**config.mk**
```make
export PLATFORM = sky130hd
export DESIGN_NAME = out_display_port
export DESIGN_NICKNAME = d
export VERILOG_FILES = /design/src/rtl/out_display_port.sv
export SDC_FILE = /design/constraint.sdc
export NUM_CORES = 1
export LEC_CHECK = 0
export BUFFER_PORTS_ARGS = -buffer_cell sky130_fd_sc_hd__clkbuf_2
export CAP_MARGIN = 20
export CORE_MARGIN = 2
export CORE_UTILIZATION = 25
export CTS_BUF_LIST = sky130_fd_sc_hd__clkbuf_4 sky130_fd_sc_hd__clkbuf_8
export CTS_CLUSTER_SIZE = 28
export DETAILED_ROUTE_END_ITERATION = 8
export PLACE_DENSITY = 0.48
export REMOVE_ABC_BUFFERS = 1
export SLEW_MARGIN = 0
export SYNTH_ARGS = -nofsm -noshare
export SYNTH_HDL_FRONTEND = slang
export SYNTH_SLANG_ARGS = --single-unit
```
**constraint.sdc**
```tcl
create_clock -name clock -period 4.2 [get_ports clock]
set_clock_uncertainty 0.1 [all_clocks]
set_input_delay 0.42 -clock clock [delete_from_list [all_inputs] [get_ports clock]]
set_output_delay 0.42 -clock clock [all_outputs]
set_load 0.05 [all_outputs]
```
**src/rtl/out_display_port.sv**
```systemverilog
// OUT-port responder: captures OUT events into 8 display slots plus an aux register,
// counts events, and scans a slot pair onto an 8-digit active-low 7-segment display.
// Optional: define OUT_DISPLAY_LZB_EN for leading-zero blanking per 4-digit group.
module out_display_port #(
  parameter logic [15:0] SCAN_DIV = 16'd50000,
  parameter int unsigned CNT_W    = 16
) (
  input  logic             clock,
  input  logic             reset,
  input  logic             outdisplay,
  input  logic [2:0]       outsel,
  input  logic [15:0]      outval1,
  input  logic [15:0]      outval2,
  input  logic [1:0]       page,
  output logic [7:0]       seg,
  output logic [7:0]       an,
  output logic [15:0]      aux,
  output logic [CNT_W-1:0] out_count
);

  localparam int unsigned NUM_SLOTS = 8;
  localparam int unsigned SLOT_W    = 16;

  logic [SLOT_W-1:0] r_slot [NUM_SLOTS];
  logic [15:0]       r_aux;
  logic [CNT_W-1:0]  r_count;
  logic [15:0]       r_presc;
  logic [2:0]        r_digit;
  logic [7:0]        r_seg;
  logic [7:0]        r_an;

  logic [2:0]        w_slot_idx;
  logic [SLOT_W-1:0] w_val;
  logic [SLOT_W-1:0] w_shifted;
  logic [3:0]        w_nib;
  logic              w_blank;
  logic [7:0]        w_seg_next;

  // Active-low {dp,g,f,e,d,c,b,a} pattern for one hex nibble, dp dark.
  function automatic logic [7:0] f_hex(input logic [3:0] i_nib);
    logic [7:0] w_code;
    w_code = 8'hFF;
    case (i_nib)
      4'h0: w_code = 8'hC0;
      4'h1: w_code = 8'hF9;
      4'h2: w_code = 8'hA4;
      4'h3: w_code = 8'hB0;
      4'h4: w_code = 8'h99;
      4'h5: w_code = 8'h92;
      4'h6: w_code = 8'h82;
      4'h7: w_code = 8'hF8;
      4'h8: w_code = 8'h80;
      4'h9: w_code = 8'h90;
      4'hA: w_code = 8'h88;
      4'hB: w_code = 8'h83;
      4'hC: w_code = 8'hC6;
      4'hD: w_code = 8'hA1;
      4'hE: w_code = 8'h86;
      4'hF: w_code = 8'h8E;
      default: w_code = 8'hFF;
    endcase
    return w_code;
  endfunction

  // Digits 0..3 come from the even slot of the page, digits 4..7 from the odd slot.
  always_comb begin
    w_slot_idx = {page, r_digit[2]};
    w_val      = r_slot[w_slot_idx];
    w_shifted  = w_val >> {r_digit[1:0], 2'b00};
    w_nib      = 4'(w_shifted);
`ifdef OUT_DISPLAY_LZB_EN
    w_blank    = (r_digit[1:0] != 2'd0) && (w_shifted == '0);
`else
    w_blank    = 1'b0;
`endif
    w_seg_next = w_blank ? 8'hFF : f_hex(w_nib);
  end

  always_ff @(posedge clock) begin
    if (reset) begin
      for (int i = 0; i < int'(NUM_SLOTS); i++) r_slot[i] <= '0;
      r_aux   <= '0;
      r_count <= '0;
      r_presc <= '0;
      r_digit <= '0;
      r_seg   <= 8'hFF;
      r_an    <= 8'hFF;
    end else begin
      if (outdisplay) begin
        r_slot[outsel] <= outval1;
        r_aux          <= outval2;
        r_count        <= r_count + CNT_W'(1);
      end
      if (r_presc == SCAN_DIV - 16'd1) begin
        r_presc <= '0;
        r_digit <= r_digit + 3'd1;
      end else begin
        r_presc <= r_presc + 16'd1;
      end
      // seg and an both derive from the pre-edge digit, so they stay aligned.
      r_an  <= ~(8'b1 << r_digit);
      r_seg <= w_seg_next;
    end
  end

  assign seg       = r_seg;
  assign an        = r_an;
  assign aux       = r_aux;
  assign out_count = r_count;

endmodule
```
==> impl_results.html, run 1 <==
<table>
<tr><th>Metric</th><th>Value</th></tr>
<tr><th colspan="2">Timing</th></tr>
<tr><td>Setup_tns</td><td>0 ps</td></tr>
<tr><td>Shortest clock period the worst path allows after layout</td><td>3190 ps</td></tr>
<tr><td>Timing-limited maximum frequency</td><td>314 MHz</td></tr>
<tr><td>Final hold vios</td><td>0</td></tr>
<tr><td>Final Setup Violations</td><td>0</td></tr>
<tr><td>RSZ-0062 raised after global routing</td><td>no</td></tr>
<tr><td>Max transition margin</td><td>0.366</td></tr>
<tr><td>Number of pins with negative max-slew slack in the final report</td><td>0</td></tr>
<tr><td>Share of the clock period used by the worst path after layout</td><td>0.759</td></tr>
<tr><td>Slew of the pin with the lowest slew margin</td><td>950 ps</td></tr>
<tr><th colspan="2">Clocking</th></tr>
<tr><td>Clock-pin slew on the worst setup and hold paths</td><td>100 ps</td></tr>
<tr><td>Clock Path Buffers</td><td>2</td></tr>
<tr><td>Sink count of the clock tree</td><td>194</td></tr>
<tr><td>Number of CTS-inserted buffers</td><td>17</td></tr>
<tr><td>Setup bufs post-CTS</td><td>0</td></tr>
<tr><td>Maximum level of the CTS H-tree</td><td>4</td></tr>
<tr><td>TritonCTS clock tree</td><td>done</td></tr>
<tr><td>Hold bufs inserted after CTS</td><td>0</td></tr>
<tr><td>Clock Tree Root</td><td>clkbuf_8</td></tr>
<tr><td>Clock network latency to the later pin of the worst-skew pair</td><td>480 ps</td></tr>
<tr><td>Quantity of gates resized following cts</td><td>0</td></tr>
<tr><th colspan="2">Routing</th></tr>
<tr><td>Remaining antenna violation count after routing</td><td>0</td></tr>
<tr><td>Final Routed Wirelength</td><td>21.0 mm</td></tr>
<tr><td>Average routed wire per standard cell</td><td>17.0 um</td></tr>
<tr><td>Avg Vias per Cell</td><td>4.34</td></tr>
<tr><td>Via Count</td><td>5355</td></tr>
<tr><td>DR pass1 iterations</td><td>4</td></tr>
<tr><td>DRC violation total after the first TritonRoute iteration</td><td>401</td></tr>
<tr><td>Number of remaining DRC errors</td><td>0</td></tr>
<tr><th colspan="2">Worst setup path</th></tr>
<tr><td>Origin of the critical flop-to-flop path</td><td>r_digit[2]</td></tr>
<tr><td>Endpoint arrival time on the critical path</td><td>3470 ps</td></tr>
<tr><td>Start point of the critical path</td><td>r_digit[2]</td></tr>
<tr><td>Startpoint-to-endpoint class of the critical path</td><td>reg -&gt; reg</td></tr>
<tr><td>Endpoint required time on the critical path</td><td>4480 ps</td></tr>
<tr><td>Setup slack of the most critical reg-to-reg path</td><td>1010 ps</td></tr>
<tr><td>Crit. End Element</td><td>flip-flop</td></tr>
<tr><td>R2r worst-path depth</td><td>11</td></tr>
<tr><td>Capturing point of the worst reg2reg path</td><td>seg[0]</td></tr>
<tr><td>Capturing instance or port of the critical path</td><td>seg[0]</td></tr>
<tr><td>CP max FO</td><td>16</td></tr>
<tr><td>Crit start category</td><td>flip-flop</td></tr>
<tr><th colspan="2">Placement</th></tr>
<tr><td>PortBufs</td><td>86</td></tr>
<tr><td>Sum of net half-perimeters after detailed placement</td><td>13.3 mm</td></tr>
<tr><td>Routability congestion estimate</td><td>0.727</td></tr>
<tr><td>Post-place instance area</td><td>9640 um^2</td></tr>
<tr><th colspan="2">Logic synthesis</th></tr>
<tr><td>Synth Cell Area</td><td>8700 um^2</td></tr>
<tr><td>Proportion of synthesized flip-flops having asynchronous set or reset</td><td>0</td></tr>
<tr><td>Synthesis warning total</td><td>0</td></tr>
<tr><td>Register bit count reported by yosys</td><td>194</td></tr>
<tr><td>Number of cells produced by synthesis</td><td>678</td></tr>
<tr><td>Proportion of netlist area held by the largest area contributor</td><td>0.442</td></tr>
<tr><td>EDFF count, synth</td><td>128</td></tr>
<tr><td>Post-Synthesis Mean Instance Area</td><td>12.8 um^2</td></tr>
<tr><td>Synth top area cells</td><td>edfxtp_1, dfxtp_1, and2_1</td></tr>
<tr><td>Synth Flop Type</td><td>edfxtp_1</td></tr>
<tr><td>Post-synth cell types</td><td>56</td></tr>
<tr><td>Part of the Yosys area used for sequential elements</td><td>0.593</td></tr>
<tr><td>Dominant cell type by area after synthesis</td><td>edfxtp_1</td></tr>
<tr><th colspan="2">Floorplan</th></tr>
<tr><td>Area enclosed by the die boundary</td><td>36300 um^2</td></tr>
<tr><td>Floorplan Core Area</td><td>34400 um^2</td></tr>
<tr><td>Number of placement rows</td><td>68</td></tr>
<tr><td>Boundary pin count</td><td>88</td></tr>
<tr><td>Height of the die</td><td>191 um</td></tr>
<tr><td>Starting density of the core</td><td>0.253</td></tr>
<tr><td>Horizontal die dimension</td><td>191 um</td></tr>
<tr><th colspan="2">Layout</th></tr>
<tr><td>NumNets Final</td><td>818</td></tr>
<tr><td>Area growth from synthesis to layout</td><td>15.4%</td></tr>
<tr><td>Top library cells by usage in the layout, fill and taps aside</td><td>and2_1, edfxtp_1, clkbuf_2, dfxtp_1, nor2_1</td></tr>
<tr><td>Area taken by flip-flops and latches</td><td>5160 um^2</td></tr>
<tr><td>Design Area, Final</td><td>10000 um^2</td></tr>
<tr><td>Most common library cell in the layout ignoring fill and taps</td><td>and2_1</td></tr>
<tr><td>Layout cell share with drive strength beyond 1</td><td>0.210</td></tr>
<tr><td>Area of the multi-input gates</td><td>3350 um^2</td></tr>
<tr><td>Fill cell total of the finished layout</td><td>3560</td></tr>
<tr><th colspan="2">Run</th></tr>
<tr><td>Maximum capacitance violations</td><td>0</td></tr>
<tr><th colspan="2">Power</th></tr>
<tr><td>Static Leak</td><td>0.00383 uW</td></tr>
<tr><td>Power Density</td><td>381 nW/um^2</td></tr>
<tr><td>Highest ir drop seen on vdd</td><td>0.000182 V</td></tr>
<tr><td>Total Power Consumption</td><td>3830 uW</td></tr>
<tr><th colspan="2">Global route</th></tr>
<tr><td>Largest net degree at the start of global routing</td><td>45</td></tr>
<tr><td>Antenna violations before repair</td><td>2</td></tr>
<tr><td>Total congestion overflow after global routing</td><td>0</td></tr>
<tr><td>Via count of the first global-routing pass</td><td>5287</td></tr>
<tr><td>Wire length of the first global-routing pass</td><td>32.2 mm</td></tr>
<tr><td>Global routing usage summed across all routing layers</td><td>0.119</td></tr>
<tr><th colspan="2">Status</th></tr>
<tr><td>Outcome</td><td>finished clean</td></tr>
<tr><th colspan="2">Worst hold path</th></tr>
<tr><td>Min-delay worst type</td><td>in -&gt; reg</td></tr>
</table>
-- power by group --
| group | total, uW | switching [uW] | internal (uW) |
|---|---|---|---|
| combinational | 395 | 261 | 133 |
| clock | 1270 | 661 | 610 |
| sequential | 2160 | 31.6 | 2130 |
-- metrics by stage --
| step | utilization | setup slack [ps] | hold WS [ps] | cells |
|---|---|---|---|---|
| floorplan | - | 1710 | 313 | 646 |
| global placement | 0.280 | 1040 | 328 | 1200 |
| detailed placement | 0.280 | 999 | 335 | 1200 |
| CTS | 0.292 | 1010 | 48.5 | 1232 |
| global route | 0.292 | 752 | 59.0 | 1232 |
| finish | 0.292 | 1010 | 85.8 | 1235 |
-- per-layer routing --
metal	GRT usage	vias to the layer above	routed length (um)	share of wire
met5	0	-	0	0
met4	0.0367	0	270	0.013
met3	0.0302	19	772	0.037
met2	0.192	88	10100	0.48
met1	0.157	2654	9860	0.47
li1	-	2594	-	-
-- worst min-delay path by stage --
stage | startpoint | slack [ps] | endpoint | cells past startpoint
floorplan | r_presc[0] | 310 | r_presc[0] | 1
global placement | r_presc[0] | 330 | r_presc[0] | 1
detailed placement | r_presc[0] | 340 | r_presc[0] | 1
CTS | outval2[5] | 50 | aux[5] | 3
global route | outval2[0] | 60 | aux[0] | 3
finish | outval2[14] | 90 | aux[14] | 3
-- kinds of logic (layout without fill, tap and decap cells) --
logic type,Yosys count,in the layout,share of synthesized area
compound gates,41,41,0.0331
xor+xnor,28,28,0.0282
fa+ha+maj,14,14,0.0201
buf+inv,40,139,0.0289
flops,194,194,0.593
mux,60,60,0.110
other cells,1,4,0.000431
simple gates,300,300,0.186
-- critical path: stages (launching register included) --
cell	delay, ps
dfxtp_1	760
clkinv_1	280
buf_4	250
nand3_1	100
o22ai_1	80
or4_4	610
inv_1	130
ha_1	260
nor2_1	90
o221ai_1	90
o41ai_1	100
a211oi_1	230
-- final cells by class --
class,instances,area share
Timing Repair Buffer,99,0.0525
Inverter,8,0.00311
Clock inverter,11,0.0136
Antenna cell,3,0.000747
Tap cell,455,0.0567
Multi-Input combinational cell,444,0.333
Sequential cell,194,0.514
Clock buffer,21,0.0263
-- state kept, by name (all words and copies together) (netlist names) --
signal,cells
r_slot,128
r_digit,3
an,8
out_count,16
aux,16
r_presc,16
seg,7
-- cells in the mapped netlist, types with 3 or more instances --
library cell,n
ha_1,14
inv_1,6
dfxtp_1,66
o21ai_1,3
buf_2,4
a221o_1,3
o22ai_1,8
or2_2,6
nor4_1,5
edfxtp_1,128
o21ai_0,6
nand4_1,6
mux4_2,9
a21oi_1,3
nand3_1,16
nor2b_1,4
xor2_1,20
and2_1,130
mux4_1,15
xnor2_1,8
clkbuf_1,16
and3_1,9
nor2_1,67
nand2_1,40
mux2i_1,35
a22oi_1,8
buf_6,4
Power figures use the tool's default switching activity.
==> inputs of run 2 (changes only) <==
--- a/config.mk
+++ b/config.mk
@@ -5,6 +5,7 @@
 export SDC_FILE = /design/constraint.sdc
 export NUM_CORES = 1
 export LEC_CHECK = 0
+export ABC_AREA = 1
 export BUFFER_PORTS_ARGS = -buffer_cell sky130_fd_sc_hd__clkbuf_2
 export CAP_MARGIN = 20
 export CORE_MARGIN = 2
@@ -12,7 +13,7 @@
 export CTS_BUF_LIST = sky130_fd_sc_hd__clkbuf_4 sky130_fd_sc_hd__clkbuf_8
 export CTS_CLUSTER_SIZE = 28
 export DETAILED_ROUTE_END_ITERATION = 8
-export PLACE_DENSITY = 0.48
+export PLACE_DENSITY = 0.5
 export REMOVE_ABC_BUFFERS = 1
 export SLEW_MARGIN = 0
 export SYNTH_ARGS = -nofsm -noshare
==> constraint.sdc (replaced) <==
create_clock -name clock -period 2.9 [get_ports clock]
set_clock_uncertainty 0.1 [all_clocks]
set_input_delay 0.29 -clock clock [delete_from_list [all_inputs] [get_ports clock]]
set_output_delay 0.29 -clock clock [all_outputs]
set_load 0.05 [all_outputs]
==> impl_results.html, run 2 <==
<table>
<tr><th>Metric</th><th>Value</th></tr>
<tr><th colspan="2">Worst setup path</th></tr>
<tr><td>Endpoint required time on the critical path</td><td>3210 ps</td></tr>
<tr><td>Crit. End Element</td><td>flip-flop</td></tr>
<tr><td>Startpoint-to-endpoint class of the critical path</td><td>reg -&gt; reg</td></tr>
<tr><td>CP max FO</td><td>46</td></tr>
<tr><td>Endpoint arrival time on the critical path</td><td>2710 ps</td></tr>
<tr><td>Crit start category</td><td>flip-flop</td></tr>
<tr><th colspan="2">Global route</th></tr>
<tr><td>Global routing usage summed across all routing layers</td><td>0.133</td></tr>
<tr><td>Wire length of the first global-routing pass</td><td>36.6 mm</td></tr>
<tr><td>Via count of the first global-routing pass</td><td>6548</td></tr>
<tr><td>Largest net degree at the start of global routing</td><td>50</td></tr>
<tr><td>Total congestion overflow after global routing</td><td>0</td></tr>
<tr><td>Antenna violations before repair</td><td>0</td></tr>
<tr><th colspan="2">Timing</th></tr>
<tr><td>Slew of the pin with the lowest slew margin</td><td>704 ps</td></tr>
<tr><td>Max transition margin</td><td>0.526</td></tr>
<tr><td>Share of the clock period used by the worst path after layout</td><td>0.825</td></tr>
<tr><td>Shortest clock period the worst path allows after layout</td><td>2390 ps</td></tr>
<tr><td>Hold Worst Slack</td><td>58.1 ps</td></tr>
<tr><td>Number of pins with negative max-slew slack in the final report</td><td>0</td></tr>
<tr><td>Timing-limited maximum frequency</td><td>418 MHz</td></tr>
<tr><td>RSZ-0062 raised after global routing</td><td>no</td></tr>
<tr><td>Final Setup Violations</td><td>0</td></tr>
<tr><td>Final hold vios</td><td>0</td></tr>
<tr><td>Final critical-path setup slack</td><td>506 ps</td></tr>
<tr><th colspan="2">Power</th></tr>
<tr><td>Total Power Consumption</td><td>5550 uW</td></tr>
<tr><td>Highest ir drop seen on vdd</td><td>0.000259 V</td></tr>
<tr><td>Power Density</td><td>543 nW/um^2</td></tr>
<tr><td>Static Leak</td><td>0.00417 uW</td></tr>
<tr><th colspan="2">Logic synthesis</th></tr>
<tr><td>Synthesis warning total</td><td>0</td></tr>
<tr><td>Synth Cell Area</td><td>8630 um^2</td></tr>
<tr><td>Register bit count reported by yosys</td><td>194</td></tr>
<tr><td>Proportion of netlist area held by the largest area contributor</td><td>0.445</td></tr>
<tr><td>Synth top area cells</td><td>edfxtp_1, dfxtp_1, nand2_1</td></tr>
<tr><td>Number of cells produced by synthesis</td><td>974</td></tr>
<tr><td>Synth Flop Type</td><td>edfxtp_1</td></tr>
<tr><td>Part of the Yosys area used for sequential elements</td><td>0.599</td></tr>
<tr><td>Most instantiated library cell after synthesis</td><td>nand2_1</td></tr>
<tr><td>Dominant cell type by area after synthesis</td><td>edfxtp_1</td></tr>
<tr><td>Most frequent cells after synthesis</td><td>nand2_1, nor2_1, nand3_1, edfxtp_1, dfxtp_1</td></tr>
<tr><td>Post-synth cell types</td><td>31</td></tr>
<tr><td>Proportion of synthesized flip-flops having asynchronous set or reset</td><td>0</td></tr>
<tr><td>EDFF count, synth</td><td>128</td></tr>
<tr><td>Post-Synthesis Mean Instance Area</td><td>8.86 um^2</td></tr>
<tr><th colspan="2">Clocking</th></tr>
<tr><td>Clock-pin slew on the worst setup and hold paths</td><td>100 ps</td></tr>
<tr><td>Clock network latency to the later pin of the worst-skew pair</td><td>480 ps</td></tr>
<tr><td>Clock Path Buffers</td><td>2</td></tr>
<tr><td>Sink count of the clock tree</td><td>194</td></tr>
<tr><td>Maximum level of the CTS H-tree</td><td>4</td></tr>
<tr><td>Clock Tree Root</td><td>clkbuf_8</td></tr>
<tr><td>Number of CTS-inserted buffers</td><td>17</td></tr>
<tr><td>TritonCTS clock tree</td><td>done</td></tr>
<tr><th colspan="2">Worst hold path</th></tr>
<tr><td>Min-delay worst type</td><td>in -&gt; reg</td></tr>
<tr><th colspan="2">Layout</th></tr>
<tr><td>Area growth from synthesis to layout</td><td>18.4%</td></tr>
<tr><td>Layout cell share with drive strength beyond 1</td><td>0.145</td></tr>
<tr><td>Flip-flop count of the largest register after layout</td><td>128</td></tr>
<tr><td>Register containing the most flip-flops in the final layout</td><td>r_slot</td></tr>
<tr><td>NumNets Final</td><td>1135</td></tr>
<tr><td>Fill cell total of the finished layout</td><td>3607</td></tr>
<tr><td>Most common library cell in the layout ignoring fill and taps</td><td>nand2_1</td></tr>
<tr><td>Top library cells by usage in the layout, fill and taps aside</td><td>nand2_1, nor2_1, nand3_1, edfxtp_1, clkbuf_2</td></tr>
<tr><td>Ant. Diodes</td><td>0</td></tr>
<tr><td>Post-Route Utilization</td><td>0.298</td></tr>
<tr><th colspan="2">Floorplan</th></tr>
<tr><td>Number of placement rows</td><td>68</td></tr>
<tr><td>Height of the die</td><td>190 um</td></tr>
<tr><td>Boundary pin count</td><td>88</td></tr>
<tr><td>Horizontal die dimension</td><td>190 um</td></tr>
<tr><td>Starting density of the core</td><td>0.252</td></tr>
<tr><td>Floorplan Core Area</td><td>34300 um^2</td></tr>
<tr><td>Area enclosed by the die boundary</td><td>36000 um^2</td></tr>
<tr><th colspan="2">Routing</th></tr>
<tr><td>Via Count</td><td>6795</td></tr>
<tr><td>Average routed wire per standard cell</td><td>15.0 um</td></tr>
<tr><td>Avg Vias per Cell</td><td>4.39</td></tr>
<tr><td>Number of remaining DRC errors</td><td>0</td></tr>
<tr><td>DRC violation total after the first TritonRoute iteration</td><td>492</td></tr>
<tr><td>DR pass1 iterations</td><td>5</td></tr>
<tr><td>Final Routed Wirelength</td><td>23.3 mm</td></tr>
<tr><td>Remaining antenna violation count after routing</td><td>0</td></tr>
<tr><th colspan="2">Status</th></tr>
<tr><td>Outcome</td><td>finished clean</td></tr>
<tr><th colspan="2">Placement</th></tr>
<tr><td>PortBufs</td><td>86</td></tr>
<tr><td>Routability congestion estimate</td><td>0.784</td></tr>
<tr><td>Sum of net half-perimeters after detailed placement</td><td>15.4 mm</td></tr>
<tr><td>DP Worst Slack</td><td>485 ps</td></tr>
<tr><th colspan="2">Run</th></tr>
<tr><td>Maximum capacitance violations</td><td>0</td></tr>
</table>
run 2: cell count changes after synthesis, moves of 12 or more:
cell / previous run / this run
nor3_1: 1 / 13
o21ai_0: 6 / 33
a21oi_1: 3 / 23
mux2i_1: 35 / 0
nand2_1: 40 / 237
nand3_1: 16 / 134
xor2_1: 20 / 2
mux4_1: 15 / 0
inv_1: 6 / 59
nor2_1: 67 / 195
and2_1: 130 / 0
run 2: area by class of cell:
type | instances | area (um^2) | area share
clock buffers | 17 | 234 | 0.0229
clock inverters | 15 | 170 | 0.0167
inverters | 64 | 240 | 0.0235
multi-input cells | 671 | 2990 | 0.293
flip-flops and latches | 194 | 5170 | 0.506
well taps | 455 | 569 | 0.0557
repair buffers | 133 | 848 | 0.0830
run 2: what timing repair did:
action,CTS,global route
gates resized for setup,0,0
hold buffers,16,0
buffers inserted,0,0
hold endpoints to repair,16,0
run 2: worst paths after layout:
path / cells past startpoint / from / slack, ps / endpoint
setup / recovery: 14 / r_digit[2] / 510 / seg[5]
hold reg to reg: 1 / r_presc[0] / 360 / r_presc[0]
setup reg to reg: 14 / r_digit[2] / 510 / seg[5]
hold / removal: 2 / reset / 60 / out_count[13]
run 2: metal layers:
layer | vias to the layer above | part of all wire | GRT usage
met2 | 159 | 0.48 | 0.218
met4 | 0 | 0.020 | 0.0429
met3 | 29 | 0.037 | 0.0247
met1 | 3198 | 0.46 | 0.177
met5 | - | 0 | 0
li1 | 3409 | - | -
run 2: kinds of logic after synthesis:
family / Yosys count / synth area share
buffers and inverters: 109 / 0.0550
AO/OA/AOI/OAI: 59 / 0.0361
adder cells (fa/ha/maj): 14 / 0.0203
AND/OR/NAND/NOR: 595 / 0.288
other: 1 / 0.000435
XOR/XNOR: 2 / 0.00203
flip-flops: 194 / 0.599
run 2: metrics by stage:
| stage | instances | TNS (ps) | cell area, um^2 |
|---|---|---|---|
| 2_1_floorplan | 929 | -4350 | 8390 |
| 3_3_place_gp | 1501 | 0 | 9650 |
| 3_5_place_dp | 1501 | 0 | 9650 |
| 4_1_cts | 1549 | 0 | 10200 |
| 5_1_grt | 1549 | 0 | 10200 |
| 6_report | 1549 | 0 | 10200 |
run 2: critical path, cell delays in order, from the launching register on:
cell     delay (ps)
dfxtp_2         360
buf_4           460
nand2_1         120
nand3_1         110
nand3_1          80
nand2_1         120
nand2_1          60
nand3_1          80
nand2_1         140
inv_1           150
ha_1            190
nand3_1         130
nand2_1         100
nand2_1          50
nand3_1          60
run 2: where the power goes:
group	total (uW)	switching, uW	internal (uW)
Clock	1820	1030	792
Sequential	3130	45.9	3090
Combinational	595	431	165
Total	5550	1510	4040
==> inputs of run 3 (changes only) <==
--- a/config.mk
+++ b/config.mk
@@ -13,7 +13,7 @@
 export CTS_BUF_LIST = sky130_fd_sc_hd__clkbuf_4 sky130_fd_sc_hd__clkbuf_8
 export CTS_CLUSTER_SIZE = 28
 export DETAILED_ROUTE_END_ITERATION = 8
-export PLACE_DENSITY = 0.5
+export PLACE_DENSITY = 0.48
 export REMOVE_ABC_BUFFERS = 1
 export SLEW_MARGIN = 0
 export SYNTH_ARGS = -nofsm -noshare
==> constraint.sdc (replaced) <==
create_clock -name clock -period 2.23 [get_ports clock]
set_clock_uncertainty 0.1 [all_clocks]
set_input_delay 0.223 -clock clock [delete_from_list [all_inputs] [get_ports clock]]
set_output_delay 0.223 -clock clock [all_outputs]
set_load 0.05 [all_outputs]
==> impl_results.html, run 3 (synthesis gave the netlist of run 2 again) <==
<table>
<tr><th>Metric</th><th>Value</th></tr>
<tr><th colspan="2">Power</th></tr>
<tr><td>Total Power Consumption</td><td>7290 uW</td></tr>
<tr><td>Static Leak</td><td>0.00430 uW</td></tr>
<tr><td>Power Density</td><td>696 nW/um^2</td></tr>
<tr><td>Highest ir drop seen on vdd</td><td>0.000334 V</td></tr>
<tr><th colspan="2">Timing</th></tr>
<tr><td>Hold Worst Slack</td><td>52.1 ps</td></tr>
<tr><td>Share of the clock period used by the worst path after layout</td><td>0.939</td></tr>
<tr><td>Final hold vios</td><td>0</td></tr>
<tr><td>Shortest clock period the worst path allows after layout</td><td>2090 ps</td></tr>
<tr><td>Number of pins with negative max-slew slack in the final report</td><td>0</td></tr>
<tr><td>Timing-limited maximum frequency</td><td>477 MHz</td></tr>
<tr><td>Final Setup Violations</td><td>0</td></tr>
<tr><th colspan="2">Layout</th></tr>
<tr><td>Most common library cell in the layout ignoring fill and taps</td><td>nand2_1</td></tr>
<tr><td>Top library cells by usage in the layout, fill and taps aside</td><td>nand2_1, nor2_1, nand3_1, edfxtp_1, clkbuf_2</td></tr>
<tr><td>Area of the multi-input gates</td><td>3010 um^2</td></tr>
<tr><td>NumNets Final</td><td>1150</td></tr>
<tr><td>Register containing the most flip-flops in the final layout</td><td>r_slot</td></tr>
<tr><td>Area growth from synthesis to layout</td><td>21.4%</td></tr>
<tr><td>Fill cell total of the finished layout</td><td>3647</td></tr>
<tr><td>Ant. Diodes</td><td>0</td></tr>
<tr><td>Layout cell share with drive strength beyond 1</td><td>0.161</td></tr>
<tr><td>Flip-flop count of the largest register after layout</td><td>128</td></tr>
<tr><td>Area taken by flip-flops and latches</td><td>5170 um^2</td></tr>
<tr><th colspan="2">Clocking</th></tr>
<tr><td>Maximum level of the CTS H-tree</td><td>4</td></tr>
<tr><td>Clock-pin slew on the worst setup and hold paths</td><td>130 ps</td></tr>
<tr><td>Number of CTS-inserted buffers</td><td>17</td></tr>
<tr><td>Sink count of the clock tree</td><td>194</td></tr>
<tr><td>Clock Tree Root</td><td>clkbuf_8</td></tr>
<tr><td>Clock Path Buffers</td><td>2</td></tr>
<tr><td>Clock network latency to the later pin of the worst-skew pair</td><td>480 ps</td></tr>
<tr><td>TritonCTS clock tree</td><td>done</td></tr>
<tr><th colspan="2">Floorplan</th></tr>
<tr><td>Area enclosed by the die boundary</td><td>36000 um^2</td></tr>
<tr><td>Boundary pin count</td><td>88</td></tr>
<tr><td>Starting density of the core</td><td>0.252</td></tr>
<tr><td>Horizontal die dimension</td><td>190 um</td></tr>
<tr><td>Height of the die</td><td>190 um</td></tr>
<tr><td>Floorplan Core Area</td><td>34300 um^2</td></tr>
<tr><td>Number of placement rows</td><td>68</td></tr>
<tr><th colspan="2">Placement</th></tr>
<tr><td>Sum of net half-perimeters after detailed placement</td><td>15.0 mm</td></tr>
<tr><td>PortBufs</td><td>86</td></tr>
<tr><td>Routability congestion estimate</td><td>0.758</td></tr>
<tr><th colspan="2">Status</th></tr>
<tr><td>Outcome</td><td>finished clean</td></tr>
<tr><th colspan="2">Global route</th></tr>
<tr><td>Global routing usage summed across all routing layers</td><td>0.132</td></tr>
<tr><td>Largest net degree at the start of global routing</td><td>52</td></tr>
<tr><td>Via count of the first global-routing pass</td><td>6444</td></tr>
<tr><td>Antenna violations before repair</td><td>0</td></tr>
<tr><td>Wire length of the first global-routing pass</td><td>36.6 mm</td></tr>
<tr><td>Total congestion overflow after global routing</td><td>0</td></tr>
<tr><th colspan="2">Worst setup path</th></tr>
<tr><td>Library cell appearing most often on the critical path</td><td>nand2_1</td></tr>
<tr><td>Endpoint arrival time on the critical path</td><td>2330 ps</td></tr>
<tr><td>Crit. End Element</td><td>flip-flop</td></tr>
<tr><td>Critical path's slowest cell</td><td>dfxtp_4</td></tr>
<tr><td>Max stage delay on crit path</td><td>420 ps</td></tr>
<tr><td>Crit start category</td><td>flip-flop</td></tr>
<tr><td>Endpoint required time on the critical path</td><td>2470 ps</td></tr>
<tr><td>CP max FO</td><td>20</td></tr>
<tr><td>Startpoint-to-endpoint class of the critical path</td><td>reg -&gt; reg</td></tr>
<tr><td>Cell Chain, Critical Path</td><td>inv_4 -&gt; clkbuf_16 -&gt; nand2_1 -&gt; nand3_1 -&gt; nand3_1 -&gt; nand2_1 -&gt; nand2_1 -&gt; nand3_1 -&gt; nand2_2 -&gt; inv_1 -&gt; ha_1 -&gt; nand3_2 -&gt; nand2_1 -&gt; nand2_1 -&gt; nand3_1</td></tr>
<tr><th colspan="2">Routing</th></tr>
<tr><td>DRC violation total after the first TritonRoute iteration</td><td>377</td></tr>
<tr><td>Via Count</td><td>6870</td></tr>
<tr><td>Average routed wire per standard cell</td><td>15.4 um</td></tr>
<tr><td>Remaining antenna violation count after routing</td><td>0</td></tr>
<tr><td>DR pass1 iterations</td><td>4</td></tr>
<tr><td>Avg Vias per Cell</td><td>4.39</td></tr>
<tr><td>Final Routed Wirelength</td><td>24.1 mm</td></tr>
<tr><td>Number of remaining DRC errors</td><td>0</td></tr>
<tr><th colspan="2">Run</th></tr>
<tr><td>Maximum capacitance violations</td><td>0</td></tr>
<tr><th colspan="2">Worst hold path</th></tr>
<tr><td>Min-delay worst type</td><td>in -&gt; reg</td></tr>
</table>
==> run 3: cell count changes in the layout (fill, tap and decap cells not counted), moves of 2 or more <==
cell	change
buf_12	+3
nand2_2	+3
nand2_1	-3
buf_4	+8
clkinv_8	+5
clkinvlp_4	-2
clkbuf_16	+3
clkinv_4	-2
==> run 3: per-stage QoR <==
stage	area [um^2]	setup TNS [ps]	utilization	cells	setup slack (ps)
2_1_floorplan	8390	-27250	-	929	-1340
3_3_place_gp	9770	0	0.285	1511	121
3_5_place_dp	9770	0	0.285	1511	98.0
4_1_cts	10400	0	0.302	1560	94.2
5_1_grt	10500	-25.0	0.305	1564	-14.4
6_report	10500	0	0.305	1564	136
==> run 3: cell type report <==
class | count | share of cell area
timing repair buffer | 148 | 0.101
multi-input combinational | 671 | 0.288
tap | 455 | 0.0544
clock inverter | 15 | 0.0184
clock buffer | 17 | 0.0223
sequential | 194 | 0.494
inverter | 64 | 0.0232
==> run 3: worst paths after layout <==
kind / startpoint / slack (ps) / cells after the start / end
hold reg to reg: r_presc[0] / 350 / 1 / r_presc[0]
hold / removal: outval1[4] / 50 / 3 / r_slot[4][4]
setup reg to reg: r_digit[2] / 140 / 15 / seg[5]
setup / recovery: r_digit[2] / 140 / 15 / seg[5]
==> run 3: repair_timing <==
| action | CTS | global route |
|---|---|---|
| hold buffers | 17 | 0 |
| endpoints found under the setup margin | 0 | 7 |
| endpoints found under the hold margin | 17 | 0 |
| buffers inserted | 0 | 1 |
| gates resized for setup | 0 | 9 |
==> run 3: metal layers <==
layer  vias to the layer above  share of wire  GRT usage
met4                         0         0.0069     0.0280
met2                       117           0.49      0.231
li1                       3451              -          -
met3                         9          0.036     0.0212
met5                         -              0          0
met1                      3293           0.47      0.173
==> run 3: worst max-delay path: cells and delay by family (launching register included) <==
family	cells	cell delay, ps
DFF	1	420
buffers and inverters	3	370
and+or+nand+nor	11	840
adders and majority gates	1	240
==> run 3: power by group <==
group	internal, uW	switching [uW]	leakage (uW)
registers	4010	60.0	0.00177
clock network	967	1440	0.000213
logic	236	565	0.00232
